[src/rtl/ws2812_frame_sequencer_if.sv]
// Pixel stream between the framebuffer reader (master) and the WS2812 frame
// sequencer (slave); a transfer happens on a cycle with valid and ready both high.
interface ws2812_frame_sequencer_if #(
  parameter int PIXEL_BITS = 24
);
  logic [PIXEL_BITS-1:0] pixel_data;
  logic                  pixel_last;
  logic                  pixel_valid;
  logic                  pixel_ready;

  modport master (
    output pixel_data,
    output pixel_last,
    output pixel_valid,
    input  pixel_ready
  );

  modport slave (
    input  pixel_data,
    input  pixel_last,
    input  pixel_valid,
    output pixel_ready
  );
endinterface

[src/rtl/ws2812_frame_sequencer.sv]
// Serialises pixels MSB-first onto the WS2812 encoder command/databit inputs,
// gapless across a frame, then holds the line idle for the latch interval.
//
// state    | meaning
// ST_IDLE  | line idle, ready for the first pixel of a frame
// ST_SHIFT | transmitting the current pixel, one bit per BIT_CYCLES cycles
// ST_LATCH | line idle for LATCH_CYCLES cycles, pixel stream ignored
module ws2812_frame_sequencer #(
  parameter int BIT_CYCLES   = 3,
  parameter int PIXEL_BITS   = 24,
  parameter int LATCH_CYCLES = 1000
) (
  input  logic                    clk_3p33mhz,
  input  logic                    rst,
  ws2812_frame_sequencer_if.slave pix_if,
  output logic [1:0]              enc_command_o,
  output logic                    enc_databit_o,
  output logic                    busy_o,
  output logic                    frame_done_o,
  output logic                    underrun_o,
  output logic [15:0]             frame_pixels_o
);

  localparam int SW = (BIT_CYCLES > 1) ? $clog2(BIT_CYCLES) : 1;
  localparam int BW = (PIXEL_BITS > 1) ? $clog2(PIXEL_BITS) : 1;
  localparam int LW = $clog2(LATCH_CYCLES + 1);

  localparam logic [SW-1:0] SLOT_LAST  = SW'(BIT_CYCLES - 1);
  localparam logic [BW-1:0] BIT_LAST   = BW'(PIXEL_BITS - 1);
  localparam logic [LW-1:0] LATCH_LOAD = LW'(LATCH_CYCLES - 1);
  localparam logic [1:0]    CMD_IDLE   = 2'b00;
  localparam logic [1:0]    CMD_TX     = 2'b01;

  typedef enum logic [1:0] {
    ST_IDLE  = 2'd0,
    ST_SHIFT = 2'd1,
    ST_LATCH = 2'd2
  } state_e;

  state_e                state_q, state_d;
  logic [PIXEL_BITS-1:0] sr_q, sr_d;
  logic                  last_q, last_d;
  logic [SW-1:0]         slot_q, slot_d;
  logic [BW-1:0]         bit_q, bit_d;
  logic [LW-1:0]         latch_q, latch_d;
  logic [15:0]           pix_q, pix_d;
  logic [1:0]            cmd_q, cmd_d;
  logic                  databit_q, databit_d;
  logic                  busy_q, busy_d;
  logic                  frame_done_q, frame_done_d;
  logic                  underrun_q, underrun_d;
  logic [15:0]           frame_pixels_q, frame_pixels_d;

  logic                  slot_end;
  logic                  pixel_end;
  logic                  ready;
  logic                  xfer;
  logic                  load;
  logic                  eof;
  logic [PIXEL_BITS-1:0] sr_shifted;

  assign sr_shifted = sr_q << 1;
  assign slot_end   = (slot_q == SLOT_LAST);
  assign pixel_end  = slot_end && (bit_q == BIT_LAST);

  // The next pixel is only taken in the final cycle of the current one so the
  // bit stream stays gapless without a holding register.
  assign ready = (state_q == ST_IDLE) ||
                 ((state_q == ST_SHIFT) && pixel_end && !last_q);
  assign xfer  = pix_if.pixel_valid && ready;

  assign pix_if.pixel_ready = ready;

  always_comb begin
    state_d        = state_q;
    sr_d           = sr_q;
    last_d         = last_q;
    slot_d         = slot_q;
    bit_d          = bit_q;
    latch_d        = latch_q;
    pix_d          = pix_q;
    cmd_d          = cmd_q;
    databit_d      = databit_q;
    frame_pixels_d = frame_pixels_q;
    frame_done_d   = 1'b0;
    underrun_d     = 1'b0;
    load           = 1'b0;
    eof            = 1'b0;

    unique case (state_q)
      ST_IDLE: begin
        load = xfer;
      end
      ST_SHIFT: begin
        if (slot_end) begin
          slot_d = '0;
          if (!pixel_end) begin
            sr_d      = sr_shifted;
            databit_d = sr_shifted[PIXEL_BITS-1];
            bit_d     = bit_q + 1'b1;
          end else if (last_q) begin
            eof = 1'b1;
          end else if (xfer) begin
            load = 1'b1;
          end else begin
            underrun_d = 1'b1;
            eof        = 1'b1;
          end
        end else begin
          slot_d = slot_q + 1'b1;
        end
      end
      ST_LATCH: begin
        if (latch_q == '0) begin
          state_d      = ST_IDLE;
          frame_done_d = 1'b1;
        end else begin
          latch_d = latch_q - 1'b1;
        end
      end
      default: begin
        state_d = ST_IDLE;
      end
    endcase

    if (load) begin
      sr_d      = pix_if.pixel_data;
      last_d    = pix_if.pixel_last;
      cmd_d     = CMD_TX;
      databit_d = pix_if.pixel_data[PIXEL_BITS-1];
      slot_d    = '0;
      bit_d     = '0;
      state_d   = ST_SHIFT;
      if (state_q == ST_IDLE) begin
        pix_d = 16'd1;
      end else if (pix_q != 16'hFFFF) begin
        pix_d = pix_q + 16'd1;
      end
    end

    if (eof) begin
      cmd_d          = CMD_IDLE;
      databit_d      = 1'b0;
      frame_pixels_d = pix_q;
      latch_d        = LATCH_LOAD;
      state_d        = ST_LATCH;
    end

    busy_d = (state_d != ST_IDLE);
  end

  always_ff @(posedge clk_3p33mhz or posedge rst) begin
    if (rst) begin
      state_q        <= ST_IDLE;
      sr_q           <= '0;
      last_q         <= 1'b0;
      slot_q         <= '0;
      bit_q          <= '0;
      latch_q        <= '0;
      pix_q          <= '0;
      cmd_q          <= CMD_IDLE;
      databit_q      <= 1'b0;
      busy_q         <= 1'b0;
      frame_done_q   <= 1'b0;
      underrun_q     <= 1'b0;
      frame_pixels_q <= '0;
    end else begin
      state_q        <= state_d;
      sr_q           <= sr_d;
      last_q         <= last_d;
      slot_q         <= slot_d;
      bit_q          <= bit_d;
      latch_q        <= latch_d;
      pix_q          <= pix_d;
      cmd_q          <= cmd_d;
      databit_q      <= databit_d;
      busy_q         <= busy_d;
      frame_done_q   <= frame_done_d;
      underrun_q     <= underrun_d;
      frame_pixels_q <= frame_pixels_d;
    end
  end

  assign enc_command_o  = cmd_q;
  assign enc_databit_o  = databit_q;
  assign busy_o         = busy_q;
  assign frame_done_o   = frame_done_q;
  assign underrun_o     = underrun_q;
  assign frame_pixels_o = frame_pixels_q;

endmodule

[src/flat_wrapper.sv]
// flat-port wrapper written by rule: the top's interface ports become plain ports
module ws2812_frame_sequencer_flat 
#(
  parameter int BIT_CYCLES   = 3,
  parameter int PIXEL_BITS   = 24,
  parameter int LATCH_CYCLES = 1000
)
  (clk_3p33mhz, rst, enc_command_o, enc_databit_o, busy_o, frame_done_o, underrun_o, frame_pixels_o, pix_if_pixel_data, pix_if_pixel_last, pix_if_pixel_valid, pix_if_pixel_ready);
  ws2812_frame_sequencer_if #(.PIXEL_BITS(PIXEL_BITS)) pix_if_i ();
  input  logic clk_3p33mhz;
  input  logic rst;
  output logic [1:0] enc_command_o;
  output logic enc_databit_o;
  output logic busy_o;
  output logic frame_done_o;
  output logic underrun_o;
  output logic [15:0] frame_pixels_o;
  input wire logic [$bits(pix_if_i.pixel_data)-1:0] pix_if_pixel_data;
  input wire logic [$bits(pix_if_i.pixel_last)-1:0] pix_if_pixel_last;
  input wire logic [$bits(pix_if_i.pixel_valid)-1:0] pix_if_pixel_valid;
  output wire logic [$bits(pix_if_i.pixel_ready)-1:0] pix_if_pixel_ready;
  assign pix_if_i.pixel_data = pix_if_pixel_data;
  assign pix_if_i.pixel_last = pix_if_pixel_last;
  assign pix_if_i.pixel_valid = pix_if_pixel_valid;
  assign pix_if_pixel_ready = pix_if_i.pixel_ready;
  ws2812_frame_sequencer #(.BIT_CYCLES(BIT_CYCLES), .PIXEL_BITS(PIXEL_BITS), .LATCH_CYCLES(LATCH_CYCLES)) u_core (.clk_3p33mhz(clk_3p33mhz), .rst(rst), .pix_if(pix_if_i), .enc_command_o(enc_command_o), .enc_databit_o(enc_databit_o), .busy_o(busy_o), .frame_done_o(frame_done_o), .underrun_o(underrun_o), .frame_pixels_o(frame_pixels_o));
endmodule
[config.mk]
export PLATFORM = sky130hd
export DESIGN_NAME = ws2812_frame_sequencer_flat
export DESIGN_NICKNAME = d
export VERILOG_FILES = /design/src/rtl/ws2812_frame_sequencer_if.sv /design/src/rtl/ws2812_frame_sequencer.sv /design/src/flat_wrapper.sv
export SDC_FILE = /design/constraint.sdc
export NUM_CORES = 1
export LEC_CHECK = 0
export CAP_MARGIN = 20
export CORE_MARGIN = 4
export CORE_UTILIZATION = 59
export DETAILED_ROUTE_END_ITERATION = 8
export PLACE_DENSITY = 0.85
export SKIP_LAST_GASP = 1
export SLEW_MARGIN = 30
export SYNTH_ARGS = -nofsm -noshare
export SYNTH_HDL_FRONTEND = slang
export SYNTH_SLANG_ARGS = --single-unit
[constraint.sdc]
create_clock -name clk_3p33mhz -period 7.69 [get_ports clk_3p33mhz]
set_clock_uncertainty 0.1 [all_clocks]
set_input_delay 1.1535 -clock clk_3p33mhz [delete_from_list [all_inputs] [get_ports clk_3p33mhz]]
set_output_delay 1.1535 -clock clk_3p33mhz [all_outputs]
set_load 0.01 [all_outputs]
Yosys cells after proc, flatten, opt, wreduce, memory -nomap -nowiden --
Index checks and enable logic that the tools add are counted.
Storage, ports and cells: output and inout port bits 23, register bits after elaboration 81, input port bits 28, logic and storage cells 89
Cells by class: $add $sub $neg 4, reductions and logical operators 21, equality and inequality tests 8, muxes and demuxes 43
Operators by type and width (count):
- $mux W23 | 4
- $mux W16 | 2
- $mux W10 | 3
- $mux W1 | 20
- $mux W5 | 4
- $add A16 B1 Y16 const B | 1
- $mux W2 | 8
- $ne A16 B16 Y1 const B | 1
- $reduce_bool A2 Y1 | 6
- $logic_not A10 Y1 | 1
- $sub A10 B1 Y10 const B | 1
- $reduce_and A3 Y1 | 2
- $reduce_bool A3 Y1 | 2
- $add A5 B1 Y5 const B | 1
- $eq A5 B5 Y1 const B | 1
- $eq A2 B2 Y1 const B | 2
- $logic_and A1 B1 Y1 | 4
- $pmux W2 S2 | 1
- $reduce_and A2 Y1 | 2
- $ne A3 B3 Y1 const B | 1
- $add A2 B1 Y2 const B | 1
- $eq A2 B1 Y1 const B | 1
- $logic_not A2 Y1 | 1
- $ne A2 B1 Y1 const B | 1
- 5 further kinds | 5

Longest topological paths before layout --
Gate-level depths: netlist of run 1.
depth after elaboration 14, gate-level depth with buffers 10, depth with buffers taken out 7

Worst setup path before layout of run 1 --
OpenSTA, ideal clock, no wires.
path type input to register, start in pix_if_pixel_valid, end reg u_core.sr_q[10], buffers on the path 3, required time 7.508 ns, arrival time 2.548 ns, setup slack 4.960 ns, stages 7, setup time 0.082 ns, path through clkbuf_1 > nor2b_1 > a311oi_1 > nor2_1 > buf_2 > clkbuf_1 > a31oi_1
Between the ends: cells in the longest elaborated chain, start to end 8, elaborated cells on any way between the ends 11, classes of those cells 1 x eq/ne; 6 x mux; 4 x reduce/logical
RTL lines:
- start: declaration | RTL line flat_wrapper.sv:20 | input wire logic [$bits(pix_if_i.pixel_valid)-1:0] pix_if_pixel_valid;
- $logic_and A1 B1 Y1 * | RTL line ws2812_frame_sequencer.sv:70 | assign xfer = pix_if.pixel_valid && ready;
- $mux W1 | RTL line ws2812_frame_sequencer.sv:103 | end else if (xfer) begin
- $mux W1 | RTL line ws2812_frame_sequencer.sv:101 | end else if (last_q) begin
- $mux W1 | RTL line ws2812_frame_sequencer.sv:97 | if (!pixel_end) begin
- $mux W1 | RTL line ws2812_frame_sequencer.sv:95 | if (slot_end) begin
- $pmux W1 S2 * | RTL line ws2812_frame_sequencer.sv:90 | unique case (state_q)
- $ne A2 B2 Y1 (no source line) or $reduce_bool A2 Y1 (tied branches)
- $reduce_and A3 Y1 (no source line)
- end signal: assignment | RTL line ws2812_frame_sequencer.sv:169 | sr_q <= sr_d;
- end: declaration | RTL line ws2812_frame_sequencer.sv:41 | logic [PIXEL_BITS-1:0] sr_q, sr_d;
Mark *: on every way between the ends. The rest lies on a longest branch, timed or not. A chain may end at the register's enable or synchronous reset.

Final worst setup path of run 1 --
start reg u_core.bit_q[0], end out pix_if_pixel_ready
Between the ends: cells in the longest elaborated chain, start to end 5
RTL lines:
- start: declaration | RTL line ws2812_frame_sequencer.sv:44 | logic [BW-1:0] bit_q, bit_d;
- start signal: assignment | RTL line ws2812_frame_sequencer.sv:172 | bit_q <= bit_d;
- $eq A5 B5 Y1 | RTL line ws2812_frame_sequencer.sv:64 | assign pixel_end = slot_end && (bit_q == BIT_LAST);
- $logic_and A1 B1 Y1 | RTL line ws2812_frame_sequencer.sv:64
- $logic_and A1 B1 Y1 (2 in series) | RTL line ws2812_frame_sequencer.sv:69 | ((state_q == ST_SHIFT) && pixel_end && !last_q);
- $logic_or A1 B1 Y1 | RTL line ws2812_frame_sequencer.sv:68 | assign ready = (state_q == ST_IDLE) ||
- end: declaration | RTL line flat_wrapper.sv:21 | output wire logic [$bits(pix_if_i.pixel_ready)-1:0] pix_if_pixel_ready;
No other way between the ends.

==> results of run 1 <==
==> power groups by stage <==
| stage | Sequential [mW] | Clock (mW) | Combinational [mW] |
|---|---|---|---|
| after floorplan | 0.573 | 0 | 0.199 |
| after CTS | 0.583 | 0.318 | 0.263 |
| final | 0.584 | 0.311 | 0.260 |
| after global placement | 0.584 | 0 | 0.249 |
| after detailed placement | 0.590 | 0 | 0.262 |
| after global routing | 0.595 | 0.337 | 0.297 |
==> worst paths after layout <==
kind,startpoint,end,slack [ns],cells past startpoint
setup / recovery,u_core.bit_q[0]$_DFFE_PP0P_,pix_if_pixel_ready,4.01,5
hold / removal,u_core.frame_pixels_o[9]$_DFFE_PP0P_,u_core.frame_pixels_o[9]$_DFFE_PP0P_,0.37,2
setup reg to reg,u_core.bit_q[0]$_DFFE_PP0P_,u_core.pix_q[0]$_DFFE_PP0P_,4.83,7
hold reg to reg,u_core.frame_pixels_o[9]$_DFFE_PP0P_,u_core.frame_pixels_o[9]$_DFFE_PP0P_,0.37,2
max in group asynchronous,rst,u_core.busy_o$_DFF_PP0_,5.81,3
min in group asynchronous,rst,u_core.sr_q[10]$_DFFE_PP0P_,1.20,3
==> cell usage in the layout (no fill, tap or decap), drive strengths merged, types with 2 or more instances in the layout <==
master,n
nand2,122
dfrtp,80
clkdlybuf4s50,49
nor2,48
a31oi,23
o21ai,13
clkbuf,13
nand3,12
a21oi,11
nor3,11
xnor2,11
nor4,8
or3,8
inv,7
nor2b,4
buf,4
nand2b,3
and4,3
nand4,3
and3,3
ha,3
and2,3
a311oi,2
o211ai,2
xor2,2
a2111oi,2
clkinv,2
nand4b,2
or2,2
==> cell families (layout without fill, tap and decap cells) <==
logic type                 Yosys count  count (layout)  synth area share
xor gates and xnor gates            13              13            0.0298
DFF                                 80              80             0.523
and+or+nand+nor                    236             236             0.278
adders and majority gates            3               3           0.00981
other                                1               1          0.000980
buffers and inverters               31              76            0.0402
AOI/OAI and AO/OA                   65              65             0.112
muxes                                2               2           0.00556
==> cell usage after synthesis, drive strengths merged (2+ instances only) <==
cell	count	area (um^2)
nor4	8	50.1
and3	3	18.8
clkbuf	14	52.6
ha	3	37.5
nor2	48	180
or3	8	51.3
nand2	122	460
a21oi	11	55.1
nand2b	3	18.8
a2111oi	2	17.5
nand4	3	18.8
o21ai	13	65.1
o211ai	2	15.0
inv	7	26.3
nor2b	4	25.0
nand4b	2	32.5
and2	3	18.8
a31oi	23	144
dfrtp	80	2000
xnor2	11	96.3
nand3	12	60.1
or2	2	12.5
nor3	11	55.1
xor2	2	17.5
and4	3	26.3
a311oi	2	17.5
buf	10	75.1
==> sequential cells by signal, summed over array words and instances, names as in the netlist <==
register	count
u_core.underrun_o	1
u_core.frame_pixels_o	16
u_core.enc_databit_o	1
u_core.enc_command_o	1
u_core.bit_q	5
u_core.busy_o	1
u_core.sr_q	23
u_core.frame_done_o	1
u_core.state_q	2
u_core.last_q	1
u_core.slot_q	2
u_core.pix_q	16
u_core.latch_q	10
==> final cells by class <==
class	instances	area, um^2	share of cell area
timing repair buffer	53	524	0.116
clock buffer	13	159	0.0351
clock inverter	3	40.0	0.00885
tap	77	96.3	0.0213
inverter	7	26.3	0.00581
sequential	80	2000	0.443
multi-input combinational	320	1670	0.370
==> critical path: cells and delay by family (launching register included) <==
family	cells	cell delay [ns]
buf+inv	2	0.72
simple gates	1	0.15
fa+ha+maj	1	0.27
flops	1	0.38
compound gates	1	0.56
==> metal layers <==
layer	global-route usage	part of all wire	vias to the layer above
li1	-	-	1546
met1	0.266	0.44	1496
met2	0.364	0.50	71
met3	0.0317	0.042	13
met4	0.0879	0.017	0
met5	0	0	-
==> through the flow <==
stage	cell area, um^2	hold WS (ns)	setup slack [ns]	power [mW]	instances
after detailed placement	4320	0.362	4.19	0.852	537
after global placement	4320	0.357	4.21	0.833	537
after CTS	4520	0.381	3.99	1.16	553
after floorplan	3830	0.359	4.38	0.772	431
final	4520	0.373	4.01	1.16	553
after global routing	4520	0.401	3.91	1.23	553
==> qor.yml, run 1 <==
crit_fanout: 10
clock_latency_ns: 0.35
critical_path_class: "reg -> out"
postCtsSetupRepairBufs: 0
synth.yosys.seq_area_share: 0.523
dpl.hpwl_mm: 5.31
htreeDepth: 3
sequentialPowerShare: 0.506
max_clock_freq_mhz: 272
synth_area_um2: 3830
status: "finished, final reports clean"
cts_buffers: 9
cts.clk_slew.worst_paths_ns: 0.07
place.gp.congestion: 0.893
cts.repair.resized: 0
ys.flop_type: "dfrtp_1"
die_w_um: 88.5
ys_types: 53
grt_max_degree: 81
ir_drop_v: 0.000175
slew_viol_final: 0
clock_path_buffers: 2
grt_setup_unrepaired: "false"
die-area_um2: 7840
synth.avg_cell_area_um2: 8.88
drtPass1Iterations: 4
cts_hold_buffers: 0
grt_pass1_vias: 2919
wl_per_cell_um: 14.0
relSlewSlack: 0.369
postSynth.asyncResetShare: 1.00
cellLeakagePower_nw: 1.99
clock-sinks: 80
max_slew.worst_pin.slew_ns: 0.944
cp_cell_sequence: "ha_1 > nand4b_4 > o41a_1 > inv_2 > clkdlybuf4s50_1"
p_sw_mw: 0.364
cp-end-kind: "output port"
p_int_mw: 0.791
cts_tree: "yes"
core-area_um2: 6310
antenna_found_initial: 0
start_util: 0.606
syn-num-nets: 462
die_y_um: 88.5
num_antenna_cells: 0
combPwrFrac: 0.225
sw_frac_of_total: 0.315
viasPerCell: 5.65
syn_inst: 431
fin_crit_ns: 3.68
grt_pass1_wl_mm: 13.0
setup_viol: 0
synthToLayoutAreaGrowth_pct: 18.2
ys_warn_count: 0
route.vias.total: 3126
slowest_delay_ns: 0.56
drt_iter0_markers: 254
power_per_cell_area_nw_per_um2: 255
drc: 0
overflow: 0
critPathArrivalTime_ns: 2.43
layout.nets: 502
io_pins: 51
io_buffers: 49
rows: 29
hold_violations: 0
fin_crit_sh: 0.479
cp-start-kind: "flip-flop"
setup_tns_ns: 0
utilization: 0.716
ys_ff_latch: 80
critPathRequiredTime_ns: 6.44
root_buffer: "clkbuf_8"
nFillCells: 489
ant_nets: 0
pwr-share-clk: 0.269
grt_usage: 0.211
slowest_stage: "o41a_1"
synth_edf_count: 0
hold_class: "reg -> reg"
drt_wl_total_mm: 7.74
max-cap-violations: 0
drive_gt1_frac: 0.0609
(Power assumes the default switching activity.)
==> inputs of run 2 (changes only) <==
--- a/config.mk
+++ b/config.mk
@@ -7,9 +7,9 @@
 export LEC_CHECK = 0
 export CAP_MARGIN = 20
 export CORE_MARGIN = 4
-export CORE_UTILIZATION = 59
+export CORE_UTILIZATION = 50
 export DETAILED_ROUTE_END_ITERATION = 8
-export PLACE_DENSITY = 0.85
+export PLACE_DENSITY = 0.76
 export SKIP_LAST_GASP = 1
 export SLEW_MARGIN = 30
 export SYNTH_ARGS = -nofsm -noshare
==> constraint.sdc (replaced) <==
create_clock -name clk_3p33mhz -period 3.1 [get_ports clk_3p33mhz]
set_clock_uncertainty 0.1 [all_clocks]
set_input_delay 0.465 -clock clk_3p33mhz [delete_from_list [all_inputs] [get_ports clk_3p33mhz]]
set_output_delay 0.465 -clock clk_3p33mhz [all_outputs]
set_load 0.01 [all_outputs]
==> run 2 against run 1 <==
Cell count is 4.5% higher. Combinational power grew to 2.6 times the previous value. Flip-flop and latch count stayed put. First-iteration DRC count is 21% lower. Die area is 16% higher. Global-route usage is 2.8 points lower. Total power is 150% higher. Routed wire length is 0.27% higher. Core utilization is 9.0 points lower. Register-to-register slack worse by 4.4 ns. Worst hold slack better by 0.0050 ns. Largest power group unchanged.
==> qor.yml, run 2 (same netlist as run 1, synthesis figures left out) <==
status: "finished, final reports clean"
relSlewSlack: 0.451  # +0.0824
drt_iter0_markers: 200  # -21%
critPathRequiredTime_ns: 2.53  # -3.91 ns
grt_pass1_vias: 2866  # -1.8%
postCtsSetupRepairBufs: 0  # unchanged
hold_class: "reg -> reg"
final_common_cell: "nand2_1"
ir_drop_v: 0.000343  # +96%
cts_buffers: 9  # unchanged
top_register: "u_core.sr_q"
grt_max_degree: 81  # unchanged
io_pins: 51  # unchanged
sw_frac_of_total: 0.317  # +0.00231
cp-end-kind: "output port"
die_w_um: 95.5  # +7.8%
setup_viol: 0  # unchanged
critical_path_class: "reg -> out"
dpl_cell_area_um2: 4390  # +1.7%
layout.nets: 505  # +0.60%
htreeDepth: 3  # unchanged
fin_crit_ns: 2.94
antenna_found_initial: 0  # unchanged
pwr-share-clk: 0.265  # -0.004
slew_viol_final: 0  # unchanged
largest_register_ffs: 23  # unchanged
layout_common_cells: "121 x nand2_1, 80 x dfrtp_1, 49 x clkdlybuf4s50_1"
cellLeakagePower_nw: 2.00  # +0.79%
fin_area_um2: 4590  # +1.5%
route.vias.total: 3068  # -1.9%
globalRoute.busiestLayer: "met2"
clock_path_buffers: 2  # unchanged
die_y_um: 95.5  # +7.8%
num_antenna_cells: 0  # unchanged
drc: 0  # unchanged
finalPower_mw: 2.87  # +150%
die-area_um2: 9120  # +16%
drt_wl_total_mm: 7.76  # +0.27%
clock_latency_ns: 0.35  # about the same
max-cap-violations: 0  # unchanged
critPathArrivalTime_ns: 2.37  # -0.06 ns
root_buffer: "clkbuf_8"
place.gp.congestion: 0.800  # -10%
fin_cells: 578  # +4.5%
grt_setup_unrepaired: "false"
dpl.hpwl_mm: 5.31  # about the same
start_util: 0.522  # -0.0841
rows: 31  # +6.9%
p_int_mw: 1.96  # +150%
cts.repair.resized: 0  # unchanged
ant_nets: 0  # unchanged
max_clock_freq_mhz: 341
fin_crit_sh: 0.947
setup_tns_ns: 0  # unchanged
wl_per_cell_um: 13.4  # -4.1%
viasPerCell: 5.31  # -6.1%
synthToLayoutAreaGrowth_pct: 20.0
grt_util_met3: 0.0545  # +0.0228
cp-start-kind: "flip-flop"
core-area_um2: 7330  # +16%
grt_pass1_wl_mm: 13.2  # +2.2%
met2_usage: 0.311  # -0.0530
max_slew.worst_pin.slew_ns: 0.817  # -0.127 ns
drtPass1Iterations: 4  # unchanged
cts_hold_buffers: 0  # unchanged
hold_violations: 0  # unchanged
placedCellCount: 562  # +4.7%
sequentialPowerShare: 0.504  # -0.002
combPwrFrac: 0.231  # +0.006
power_per_cell_area_nw_per_um2: 625  # +140%
cts_tree: "yes"
clock-sinks: 80  # unchanged
drive_gt1_frac: 0.0668  # +0.00588
use_met1: 0.234  # -0.0318
cts.clk_slew.worst_paths_ns: 0.08  # about the same
overflow: 0  # unchanged
grt_usage: 0.184  # -0.0277
p_sw_mw: 0.911  # +150%
crit_fanout: 10  # unchanged
io_buffers: 49  # unchanged
## run 2: cell types whose count changed in the layout (fill, tap and decap cells not counted), sizes merged
cell,before,now
buf,4,7
clkbuf,13,11
clkinv,2,3
clkinvlp,0,1
## run 2: power groups by stage
stage / combinational, mW / sequential, mW / clock [mW]
after floorplan: 0.495 / 1.42 / 0
after global placement: 0.643 / 1.45 / 0
after detailed placement: 0.671 / 1.46 / 0
after CTS: 0.673 / 1.44 / 0.779
after global routing: 0.767 / 1.48 / 0.820
final: 0.663 / 1.45 / 0.760
## run 2: per-layer routing
| metal | up-vias | share of wire |
|---|---|---|
| met5 | - | 0 |
| met4 | 0 | 0.0059 |
| met3 | 5 | 0.047 |
| met2 | 52 | 0.50 |
| met1 | 1457 | 0.45 |
| li1 | 1554 | - |
## run 2: final timing paths
path	to	start	slack, ns	cells past startpoint
min in group asynchronous	u_core.frame_done_o$_DFF_PP0_	rst	0.44	3
max in group asynchronous	u_core.bit_q[2]$_DFFE_PP0P_	rst	2.15	3
worst min-delay path	u_core.frame_pixels_o[8]$_DFFE_PP0P_	u_core.frame_pixels_o[8]$_DFFE_PP0P_	0.38	2
worst min register to register	u_core.frame_pixels_o[8]$_DFFE_PP0P_	u_core.frame_pixels_o[8]$_DFFE_PP0P_	0.38	2
worst max-delay path	pix_if_pixel_ready	u_core.bit_q[0]$_DFFE_PP0P_	0.16	5
worst max register to register	u_core.sr_q[11]$_DFFE_PP0P_	u_core.bit_q[0]$_DFFE_PP0P_	0.43	8
## run 2: cell type report
type                    instances  area [um^2]
fillers                       644         2740
flip-flops and latches         80         2000
multi-input cells             320         1670
repair buffers                 56          568
clock buffers                  11          141
well taps                      99          124
clock inverters                 5         56.3
inverters                       7         26.3
## run 2: critical path: stages (launching register included)
cell and delay [ns]:
dfrtp_1 0.40, ha_1 0.27, nand4b_4 0.15, o41a_1 0.49
inv_2 0.15, clkdlybuf4s50_1 0.57
## run 2: through the flow
| stage | util | hold slack [ns] | setup slack [ns] |
|---|---|---|---|
| global route | 0.626 | 0.400 | 0.0307 |
| global placement | 0.599 | 0.359 | 0.471 |
| detailed placement | 0.599 | 0.366 | 0.332 |
| floorplan | - | 0.359 | 0.483 |
| finish | 0.626 | 0.378 | 0.165 |
| CTS | 0.626 | 0.385 | 0.0894 |
